### src/rtl/axis_pkg.sv
// Shared helpers for the AXI-Stream width packer: counter and keep widths
// derived from the packing ratio.
package axis_pkg;

  // Bits needed to count 0..n-1, never less than 1 so a counter always exists.
  function automatic int clog2_min1(input int n);
    int r;
    r = 1;
    while ((1 << r) < n) r = r + 1;
    return r;
  endfunction

  // Width of the lane counter (next lane to fill) for a given ratio.
  function automatic int lane_cnt_w(input int ratio);
    return clog2_min1(ratio);
  endfunction

  // One keep bit per output lane.
  function automatic int keep_w(input int ratio);
    return ratio;
  endfunction

endpackage

### src/rtl/axis_width_packer_if.sv
// Bundle of the packer's narrow input stream, wide output stream and a
// debug view of the lane counter.
//
// Handshake semantics (both streams): a transfer happens on the rising aclk
// edge where valid && ready. Once valid is high it stays high, with payload
// stable, until the transfer; valid never depends on ready in the same cycle.
interface axis_width_packer_if
  import axis_pkg::*;
#(
  parameter int IN_WIDTH = 8,
  parameter int RATIO    = 4
);
  localparam int OUT_WIDTH = IN_WIDTH * RATIO;
  localparam int LCW       = lane_cnt_w(RATIO);
  localparam int KW        = keep_w(RATIO);

  logic [IN_WIDTH-1:0]  s_data;
  logic                 s_valid;
  logic                 s_last;
  logic                 s_ready;
  logic [OUT_WIDTH-1:0] m_data;
  logic [KW-1:0]        m_keep;
  logic                 m_last;
  logic                 m_valid;
  logic                 m_ready;
  logic [LCW-1:0]       dbg_lane_cnt;

  // The packer itself.
  modport slave (
    input  s_data, s_valid, s_last, m_ready,
    output s_ready, m_data, m_keep, m_last, m_valid, dbg_lane_cnt
  );

  // The surrounding source of beats and sink of words.
  modport master (
    output s_data, s_valid, s_last, m_ready,
    input  s_ready, m_data, m_keep, m_last, m_valid, dbg_lane_cnt
  );

endinterface

### src/rtl/axis_out_reg.sv
// Single-entry AXI-Stream register slice holding data/keep/last/valid.
// The owner loads it only when free is high; free means empty or draining.
module axis_out_reg #(
  parameter int DATA_W = 32,
  parameter int KEEP_W = 4
) (
  input  logic              aclk,
  input  logic              aresetn,
  input  logic              load,
  input  logic [DATA_W-1:0] in_data,
  input  logic [KEEP_W-1:0] in_keep,
  input  logic              in_last,
  output logic [DATA_W-1:0] out_data,
  output logic [KEEP_W-1:0] out_keep,
  output logic              out_last,
  output logic              out_valid,
  input  logic              out_ready,
  output logic              free
);

  assign free = !out_valid || out_ready;

  // Load a new word (possibly while the old one drains), otherwise drop
  // valid on drain; payload keeps its last value when not reloaded.
  always_ff @(posedge aclk or negedge aresetn) begin
    if (!aresetn) begin
      out_data  <= '0;
      out_keep  <= '0;
      out_last  <= 1'b0;
      out_valid <= 1'b0;
    end else if (load) begin
      out_data  <= in_data;
      out_keep  <= in_keep;
      out_last  <= in_last;
      out_valid <= 1'b1;
    end else if (out_ready) begin
      out_valid <= 1'b0;
    end
  end

endmodule

### src/rtl/axis_width_packer.sv
// Narrow-to-wide AXI-Stream packer: gathers RATIO beats of IN_WIDTH bits
// into one word, little-endian by lane, flushing short frames as partial
// words with keep marking the filled lanes.
module axis_width_packer
  import axis_pkg::*;
#(
  parameter int IN_WIDTH = 8,
  parameter int RATIO    = 4
) (
  input logic                aclk,
  input logic                aresetn,
  axis_width_packer_if.slave bus
);

  localparam int OUT_WIDTH = IN_WIDTH * RATIO;
  localparam int LCW       = lane_cnt_w(RATIO);
  localparam int KW        = keep_w(RATIO);
  localparam int ACC_W     = (RATIO - 1) * IN_WIDTH;
  localparam logic [LCW-1:0] LAST_LANE = LCW'(RATIO - 1);

  logic [LCW-1:0]       lane_cnt;
  logic [ACC_W-1:0]     acc;
  logic                 out_free;
  logic                 accept;
  logic                 closing;
  logic                 last_lane;
  logic [OUT_WIDTH-1:0] word;
  logic [KW-1:0]        keep;

  // Input is taken only while the output slot is empty or draining, so a
  // closing beat always has somewhere to go; this passes m_ready through
  // combinationally to s_ready.
  assign bus.s_ready      = aresetn && out_free;
  assign accept           = bus.s_valid && bus.s_ready;
  assign last_lane        = (lane_cnt == LAST_LANE);
  assign closing          = accept && (bus.s_last || last_lane);
  assign bus.dbg_lane_cnt = lane_cnt;

  // Track the next lane to fill and park non-closing beats in the accumulator.
  always_ff @(posedge aclk or negedge aresetn) begin
    if (!aresetn) begin
      lane_cnt <= '0;
      acc      <= '0;
    end else if (closing) begin
      lane_cnt <= '0;
    end else if (accept) begin
      for (int k = 0; k < RATIO - 1; k++) begin
        if (lane_cnt == LCW'(k)) acc[k*IN_WIDTH +: IN_WIDTH] <= bus.s_data;
      end
      lane_cnt <= lane_cnt + LCW'(1);
    end
  end

  // Build the word for a closing beat: stored lanes below lane_cnt, the live
  // beat at lane_cnt, zeros above so frames never mix.
  always_comb begin
    word = '0;
    keep = '0;
    for (int k = 0; k < RATIO - 1; k++) begin
      if (LCW'(k) < lane_cnt) begin
        word[k*IN_WIDTH +: IN_WIDTH] = acc[k*IN_WIDTH +: IN_WIDTH];
        keep[k] = 1'b1;
      end else if (LCW'(k) == lane_cnt) begin
        word[k*IN_WIDTH +: IN_WIDTH] = bus.s_data;
        keep[k] = 1'b1;
      end
    end
    if (last_lane) begin
      word[(RATIO-1)*IN_WIDTH +: IN_WIDTH] = bus.s_data;
      keep[RATIO-1] = 1'b1;
    end
  end

  axis_out_reg #(
    .DATA_W (OUT_WIDTH),
    .KEEP_W (KW)
  ) u_out_reg (
    .aclk      (aclk),
    .aresetn   (aresetn),
    .load      (closing),
    .in_data   (word),
    .in_keep   (keep),
    .in_last   (bus.s_last),
    .out_data  (bus.m_data),
    .out_keep  (bus.m_keep),
    .out_last  (bus.m_last),
    .out_valid (bus.m_valid),
    .out_ready (bus.m_ready),
    .free      (out_free)
  );

endmodule

### src/flat_wrapper.sv
// flat-port wrapper written by rule: the top's interface ports become plain ports
module axis_width_packer_flat import axis_pkg::*;
#(
  parameter int IN_WIDTH = 8,
  parameter int RATIO    = 4
)
  (aclk, aresetn, bus_s_data, bus_s_valid, bus_s_last, bus_m_ready, bus_s_ready, bus_m_data, bus_m_keep, bus_m_last, bus_m_valid, bus_dbg_lane_cnt);
  axis_width_packer_if #(.IN_WIDTH(IN_WIDTH), .RATIO(RATIO)) bus_i ();
  input logic aclk;
  input logic aresetn;
  input wire logic [$bits(bus_i.s_data)-1:0] bus_s_data;
  input wire logic [$bits(bus_i.s_valid)-1:0] bus_s_valid;
  input wire logic [$bits(bus_i.s_last)-1:0] bus_s_last;
  input wire logic [$bits(bus_i.m_ready)-1:0] bus_m_ready;
  output wire logic [$bits(bus_i.s_ready)-1:0] bus_s_ready;
  output wire logic [$bits(bus_i.m_data)-1:0] bus_m_data;
  output wire logic [$bits(bus_i.m_keep)-1:0] bus_m_keep;
  output wire logic [$bits(bus_i.m_last)-1:0] bus_m_last;
  output wire logic [$bits(bus_i.m_valid)-1:0] bus_m_valid;
  output wire logic [$bits(bus_i.dbg_lane_cnt)-1:0] bus_dbg_lane_cnt;
  assign bus_i.s_data = bus_s_data;
  assign bus_i.s_valid = bus_s_valid;
  assign bus_i.s_last = bus_s_last;
  assign bus_i.m_ready = bus_m_ready;
  assign bus_s_ready = bus_i.s_ready;
  assign bus_m_data = bus_i.m_data;
  assign bus_m_keep = bus_i.m_keep;
  assign bus_m_last = bus_i.m_last;
  assign bus_m_valid = bus_i.m_valid;
  assign bus_dbg_lane_cnt = bus_i.dbg_lane_cnt;
  axis_width_packer #(.IN_WIDTH(IN_WIDTH), .RATIO(RATIO)) u_core (.aclk(aclk), .aresetn(aresetn), .bus(bus_i));
endmodule
### config.mk
export PLATFORM = sky130hd
export DESIGN_NAME = axis_width_packer_flat
export DESIGN_NICKNAME = d
export VERILOG_FILES = /design/src/rtl/axis_pkg.sv /design/src/rtl/axis_width_packer_if.sv /design/src/rtl/axis_out_reg.sv /design/src/rtl/axis_width_packer.sv /design/src/flat_wrapper.sv
export SDC_FILE = /design/constraint.sdc
export NUM_CORES = 1
export LEC_CHECK = 0
export CAP_MARGIN = 20
export CELL_PAD_IN_SITES_DETAIL_PLACEMENT = 1
export CELL_PAD_IN_SITES_GLOBAL_PLACEMENT = 1
export CORE_MARGIN = 2
export CORE_UTILIZATION = 30
export CTS_CLUSTER_DIAMETER = 150
export DETAILED_ROUTE_END_ITERATION = 10
export PLACE_DENSITY = 0.67
export SETUP_SLACK_MARGIN = 0.2
export SLEW_MARGIN = 20
export SYNTH_ARGS = -nofsm -noshare
export SYNTH_HDL_FRONTEND = slang
export SYNTH_SLANG_ARGS = --single-unit
### constraint.sdc
create_clock -name aclk -period 5.3 [get_ports aclk]
set_clock_uncertainty 0.05 [all_clocks]
set_input_delay 0.53 -clock aclk [delete_from_list [all_inputs] [get_ports aclk]]
set_output_delay 0.53 -clock aclk [all_outputs]
set_load 0.05 [all_outputs]
==> flow_summary_export.csv, run 1 <==
group,metric,value,unit
detailed_routing,ant_nets,0,
logic_synthesis,syn_nets,247,
logic_synthesis,synth-simple-area-share,0.0865,
sta,maxSlewViolCount,0,
logic_synthesis,synth_top_family_by_area,"multiplexers",
setup_path,crit_required,4720,ps
logic_synthesis,muxShareOfSynthArea,0.221,
power,powerDensity,533,nW/um2
clocking,clockBufferDepth,2,
floorplanning,die_area,10300,um2
sta,fin_crit,2780,ps
detailed_routing,vias,1916,
clocking,clk_latency,330,ps
setup_path,startpoint_type,"input pin",
run_status,outcome,"complete, no violations",
sta,hold_viol_final,0,
sta,relSlewSlack,0.472,
clocking,cts_hold_buf,0,
logic_synthesis,syn-cell-area,2850,um2
logic_synthesis,synth_adder_area_share,0.0264,
clocking,cts_tree,"done",
global_route,antenna_found_initial,0,
setup_path,critPathMaxFanout,7,
global_route,grt_use_met3,0.0276,
detailed_routing,drc,0,
global_route,grt-ovfl-total,0,
clocking,postCtsSetupBuffers,0,
setup_path,setup.reg_to_reg.worst_slack,2710,ps
logic_synthesis,synth-seq-area-share,0.562,
clocking,path_clk_slew,70,ps
sta,rsz0062_at_grt,"no",
floorplanning,initial_core_util,0.308,
setup_path,endpoint,"bus_s_ready",
worst_hold_path,min_path_type,"input pin to async pin",
final_layout,diodes,0,
floorplanning,die_w,101,um
detailed_routing,wirelength,6.78,mm
final_layout,multi_input_area,1170,um2
sta,timing.fmax,0.359,GHz
setup_path,rr_worst_depth,5,
place,place.gp.congestion,0.769,
global_route,grt_pass1_vias,2063,
final_layout,area_delta_synth_final,30.2,%
final_layout,layout_commonest_cell,"dfrtp_1",
setup_path,worstSetupPathType,"input pin to output port",
logic_synthesis,ys_ff_latch,64,
sta,fin_tns_setup,0,ps
logic_synthesis,yosysUniqueCellTypes,24,
setup_path,worstPathArrival,2200,ps
sta,setup_viol_count_final,0,
sta,tightest_slew,790,ps
flow_run,drv_cap,0,
clocking,htree_levels,3,
floorplanning,fp.coreArea,9240,um2
detailed_routing,drt-wirelength-per-cell,16.4,um
final_layout,stdcell_area,3710,um2
final_layout,fin_nets,299,
clocking,cts_buffers,9,
floorplanning,chipHeight,101,um
final_layout,ff_latch_area,1600,um2
final_layout,layout-drive-gt1-share,0.270,
detailed_routing,vias_per_cell,4.63,
clocking,root_buffer,"clkbuf_8",
logic_synthesis,synth.area.top_cells,"dfrtp_1 (56%), mux2_2 (22%), nand2_1 (4.5%)",
global_route,grt_use_met1,0.191,
sta,fin_crit_sh,0.525,
final_layout,fillCellCount,989,
setup_path,rr_endpoint,"u_core.u_out_reg.out_data[5]",
logic_synthesis,synth_xor_area_frac,0,
setup_path,crit_path_start,"bus_m_ready",
global_route,busiest_layer,"met2",
setup_path,critPathCaptureType,"output port",
logic_synthesis,yosysTopAreaCell,"dfrtp_1",
logic_synthesis,syn_avg_cell_area,12.5,um2
clocking,cts_num_sinks,64,
place,hpwl,4.67,mm
clocking,post_cts_resized,0,
setup_path,rr_startpoint,"u_core.bus.dbg_lane_cnt[1]",
power,max-vdd-ir-drop,0.000199,V
logic_synthesis,synth_top_area_share,0.562,
detailed_routing,drt-pass1-iter-count,4,
global_route,grtUsageTotal,0.145,
final_layout,final_cell_mix,"dfrtp_1 (64), mux2_2 (56), clkdlybuf4s50_1 (52), nand2_1 (34), o21ai_0 (23)",
floorplanning,ioPinCount,54,
global_route,grt_pass1_wl,11.1,mm
place,placed_area,3490,um2
place,port_buffers,53,
power,p_leak,0.00160,uW
global_route,grt_max_degree,35,
logic_synthesis,synth-compound-area-share,0.0729,
logic_synthesis,synth_cells,228,
global_route,use_met2,0.230,
floorplanning,rows,35,
detailed_routing,drt_iter0_drc,36,
logic_synthesis,yosysWarnings,0,
[state kept, by name (all words and copies together) (netlist names)]
signal and flops:
u_core.u_out_reg.out_valid 1, u_core.u_out_reg.out_keep 4, u_core.bus.dbg_lane_cnt 2, u_core.acc 24, u_core.u_out_reg.out_last 1, u_core.u_out_reg.out_data 32
[layout make-up]
class	instances	area share
clock buffer	14	0.0492
clock inverter	2	0.00944
inverter	4	0.00405
multi-input combinational	146	0.314
sequential	64	0.432
tap	129	0.0435
timing repair buffer	55	0.148
[worst min-delay path by stage]
stage / end
2_1_floorplan: u_core.acc[0]
3_3_place_gp: u_core.u_out_reg.out_keep[0]
3_5_place_dp: u_core.u_out_reg.out_keep[0]
4_1_cts: u_core.u_out_reg.out_data[28]
5_1_grt: u_core.u_out_reg.out_data[27]
6_report: u_core.acc[23]
[routing by layer]
layer	up-vias	routed length, um
met1	982	3140
li1	889	-
met5	-	0
met3	10	203
met4	0	138
met2	35	3300
[report_power, final]
group | total, uW | internal (uW) | leakage, uW | switching (uW)
logic | 761 | 312 | 0.000663 | 449
registers | 766 | 659 | 0.000820 | 107
clock network | 451 | 268 | 0.000113 | 183
[cell usage after synthesis]
| cell type | count |
|---|---|
| and3_1 | 1 |
| nor3_2 | 1 |
| a21o_1 | 1 |
| buf_6 | 2 |
| o31ai_1 | 2 |
| nor2_1 | 2 |
| nand3_1 | 2 |
| o21ai_0 | 23 |
| nor2b_1 | 1 |
| or4b_4 | 1 |
| and2_1 | 2 |
| nor3_4 | 1 |
| dfrtp_1 | 64 |
| inv_1 | 4 |
| mux2_2 | 56 |
| a22o_1 | 8 |
| nand2_1 | 34 |
| buf_1 | 1 |
| nand2b_1 | 2 |
| buf_2 | 4 |
| or3_1 | 1 |
| and4_1 | 2 |
| ha_1 | 6 |
| clkbuf_1 | 7 |
[cell families after synthesis]
family	after synthesis
flip-flops	64
adder cells (fa/ha/maj)	6
AO/OA/AOI/OAI	34
multiplexers	56
buffers and inverters	18
AND/OR/NAND/NOR	50
[critical path, stage by stage]
cell and delay [ps]:
clkdlybuf4s50_1 470, nand2b_1 240, and2_1 170, clkdlybuf4s50_1 800
[per-stage QoR]
step	hold slack [ps]	worst slack [ps]	power, uW	util	cells
2_1_floorplan	184	2900	1280	-	228
3_3_place_gp	416	2120	1520	0.376	397
3_5_place_dp	415	2190	1540	0.378	398
4_1_cts	216	2510	2010	0.401	414
5_1_grt	255	2370	2100	0.401	414
6_report	222	2520	1980	0.401	414
Note: power is estimated with default switching activity, not from simulation.
==> run 2, diff against run 1 <==
- clock period: 5.3 -> 2.6 ns (I/O delays scaled with it)
==> run 2 against run 1 <==
Critical path depth is 1 higher. Cell count is 1.2% higher. Total power is 99% higher. Sequential share of layout area is 0.26 points lower.
==> flow_summary_export.csv, run 2 (synthesis gave the netlist of run 1 again) <==
group,metric,value,unit
detailed_routing,drt-pass1-iter-count,4,
power,powerDensity,1050,nW/um2
sta,timing.fmax,0.469,GHz
setup_path,crit_buf_inv,2,
clocking,cts_buffers,9,
setup_path,rr_endpoint,"u_core.acc[22]",
place,place.gp.congestion,0.697,
clocking,path_clk_slew,70,ps
sta,hold_viol_final,0,
detailed_routing,dr_wl_met2,3.05,mm
power,max-vdd-ir-drop,0.000353,V
floorplanning,ioPinCount,54,
global_route,grt-ovfl-total,0,
final_layout,largest-register,"u_core.u_out_reg.out_data",
final_layout,finish.utilization,0.404,
setup_path,critPathSlowestCell,"and4_1",
power,p_leak,0.00162,uW
global_route,grt_pass1_vias,2039,
clocking,clk_latency,330,ps
floorplanning,fp.coreArea,9240,um2
floorplanning,die_area,10300,um2
final_layout,area_delta_synth_final,31.1,%
detailed_routing,vias,1932,
clocking,root_buffer,"clkbuf_8",
detailed_routing,vias_per_cell,4.61,
floorplanning,rows,35,
final_layout,layout_commonest_cell,"dfrtp_1",
detailed_routing,ant_nets,0,
final_layout,layout-drive-gt1-share,0.290,
setup_path,crit_required,2770,ps
global_route,antenna_found_initial,0,
place,hpwl,4.43,mm
global_route,grtUsageTotal,0.137,
detailed_routing,met1_length,3.02,mm
place,port_buffers,53,
sta,relSlewSlack,0.466,
floorplanning,die_w,101,um
setup_path,critPathMaxFanout,10,
worst_hold_path,min_path_type,"input pin to async pin",
detailed_routing,met3WireLength,290,um
final_layout,final_cell_mix,"dfrtp_1 (63), mux2_2 (56), clkdlybuf4s50_1 (51), nand2_1 (34), o21ai_0 (23)",
detailed_routing,topRoutingLayerUsed,"met4",
sta,maxSlewViolCount,0,
flow_run,drv_cap,0,
final_layout,reg.largest.list,"u_core.u_out_reg.out_data: 32 flops, u_core.acc: 24 flops, u_core.u_out_reg.out_keep: 4 flops",
setup_path,setup.reg_to_reg.worst_slack,470,ps
sta,tightest_slew,801,ps
clocking,cts_num_sinks,64,
setup_path,rr_startpoint,"u_core.bus.dbg_lane_cnt[0]",
final_layout,fin_nets,305,
clocking,postCtsSetupBuffers,0,
clocking,htree_levels,3,
floorplanning,chipHeight,101,um
setup_path,path_depth,5,
sta,fin_crit,2130,ps
setup_path,worstSetupPathType,"flop to flop",
run_status,outcome,"complete, no violations",
global_route,grt_max_degree,66,
sta,rsz0062_at_grt,"no",
detailed_routing,drt-wirelength-per-cell,15.4,um
setup_path,rr_worst_depth,5,
global_route,grt_pass1_wl,10.6,mm
clocking,cts_tree,"done",
setup_path,startpoint_type,"flop",
final_layout,largest_reg_flops,32,
sta,setup_viol_count_final,0,
detailed_routing,wirelength,6.47,mm
clocking,clockBufferDepth,2,
setup_path,path_cells,"buf_4, inv_1, ha_1, and4_1, mux2_2",
setup_path,worstPathArrival,2300,ps
sta,hold_ws,94.4,ps
setup_path,path_delay_family,"simple AND/OR/NAND/NOR gates",
final_layout,diodes,0,
detailed_routing,drc,0,
clocking,cts_hold_buf,0,
clocking,post_cts_resized,0,
sta,fin_crit_sh,0.820,
detailed_routing,drt_iter0_drc,61,
sta,fin_tns_setup,0,ps
setup_path,critPathMaxStageDelay,500,ps
setup_path,critPathCaptureType,"flop",
floorplanning,initial_core_util,0.308,
-- run 2: changes by cell type in the layout (fill, tap and decap cells not counted), sizes merged --
cell           before  now
clkdlybuf4s50      52   51
clkinv              1    3
clkbuf             14   11
buf                 3   10
-- run 2: cell type report --
type / count / area [um2]
fillers: 1021 / 5510
clock buffers: 11 / 141
clock inverters: 4 / 45.0
inverters: 4 / 15.0
flip-flops and latches: 64 / 1600
well taps: 129 / 161
repair buffers: 61 / 603
multi-input cells: 146 / 1170
-- run 2: worst reg2reg max path, stage by stage (launching register included) --
cell     delay, ps
dfrtp_1        400
buf_4          170
inv_1          110
ha_1           400
and4_1         500
mux2_2         390
-- run 2: layer usage --
metal,vias up,global-route usage
met2,40,0.209
met5,-,0
met4,0,0.0541
li1,905,-
met3,11,0.0400
met1,976,0.184
-- run 2: worst max path at each step --
| stage | from | to | slack [ps] |
|---|---|---|---|
| after floorplan | u_core.bus.dbg_lane_cnt[1] | u_core.acc[0] | 320 |
| after global placement | bus_s_valid | u_core.u_out_reg.out_data[7] | 160 |
| after detailed placement | bus_s_last | u_core.acc[12] | 370 |
| after CTS | u_core.bus.dbg_lane_cnt[1] | u_core.acc[9] | 450 |
| after global routing | u_core.bus.dbg_lane_cnt[0] | u_core.acc[22] | 350 |
| final | u_core.bus.dbg_lane_cnt[0] | u_core.acc[22] | 470 |
-- run 2: power by group --
group / switching, uW / leakage (uW) / internal, uW
registers: 182 / 0.000818 / 1350
clock network: 358 / 0.0000989 / 459
logic: 940 / 0.000698 / 655
-- run 2: metrics by stage --
step	setup slack, ps	cells	instance area [um2]	total power [uW]
6_report	468	419	3730	3940
5_1_grt	348	419	3730	4170
4_1_cts	450	419	3730	4000
3_5_place_dp	373	404	3550	3160
3_3_place_gp	158	403	3520	3110
2_1_floorplan	317	228	2850	2610
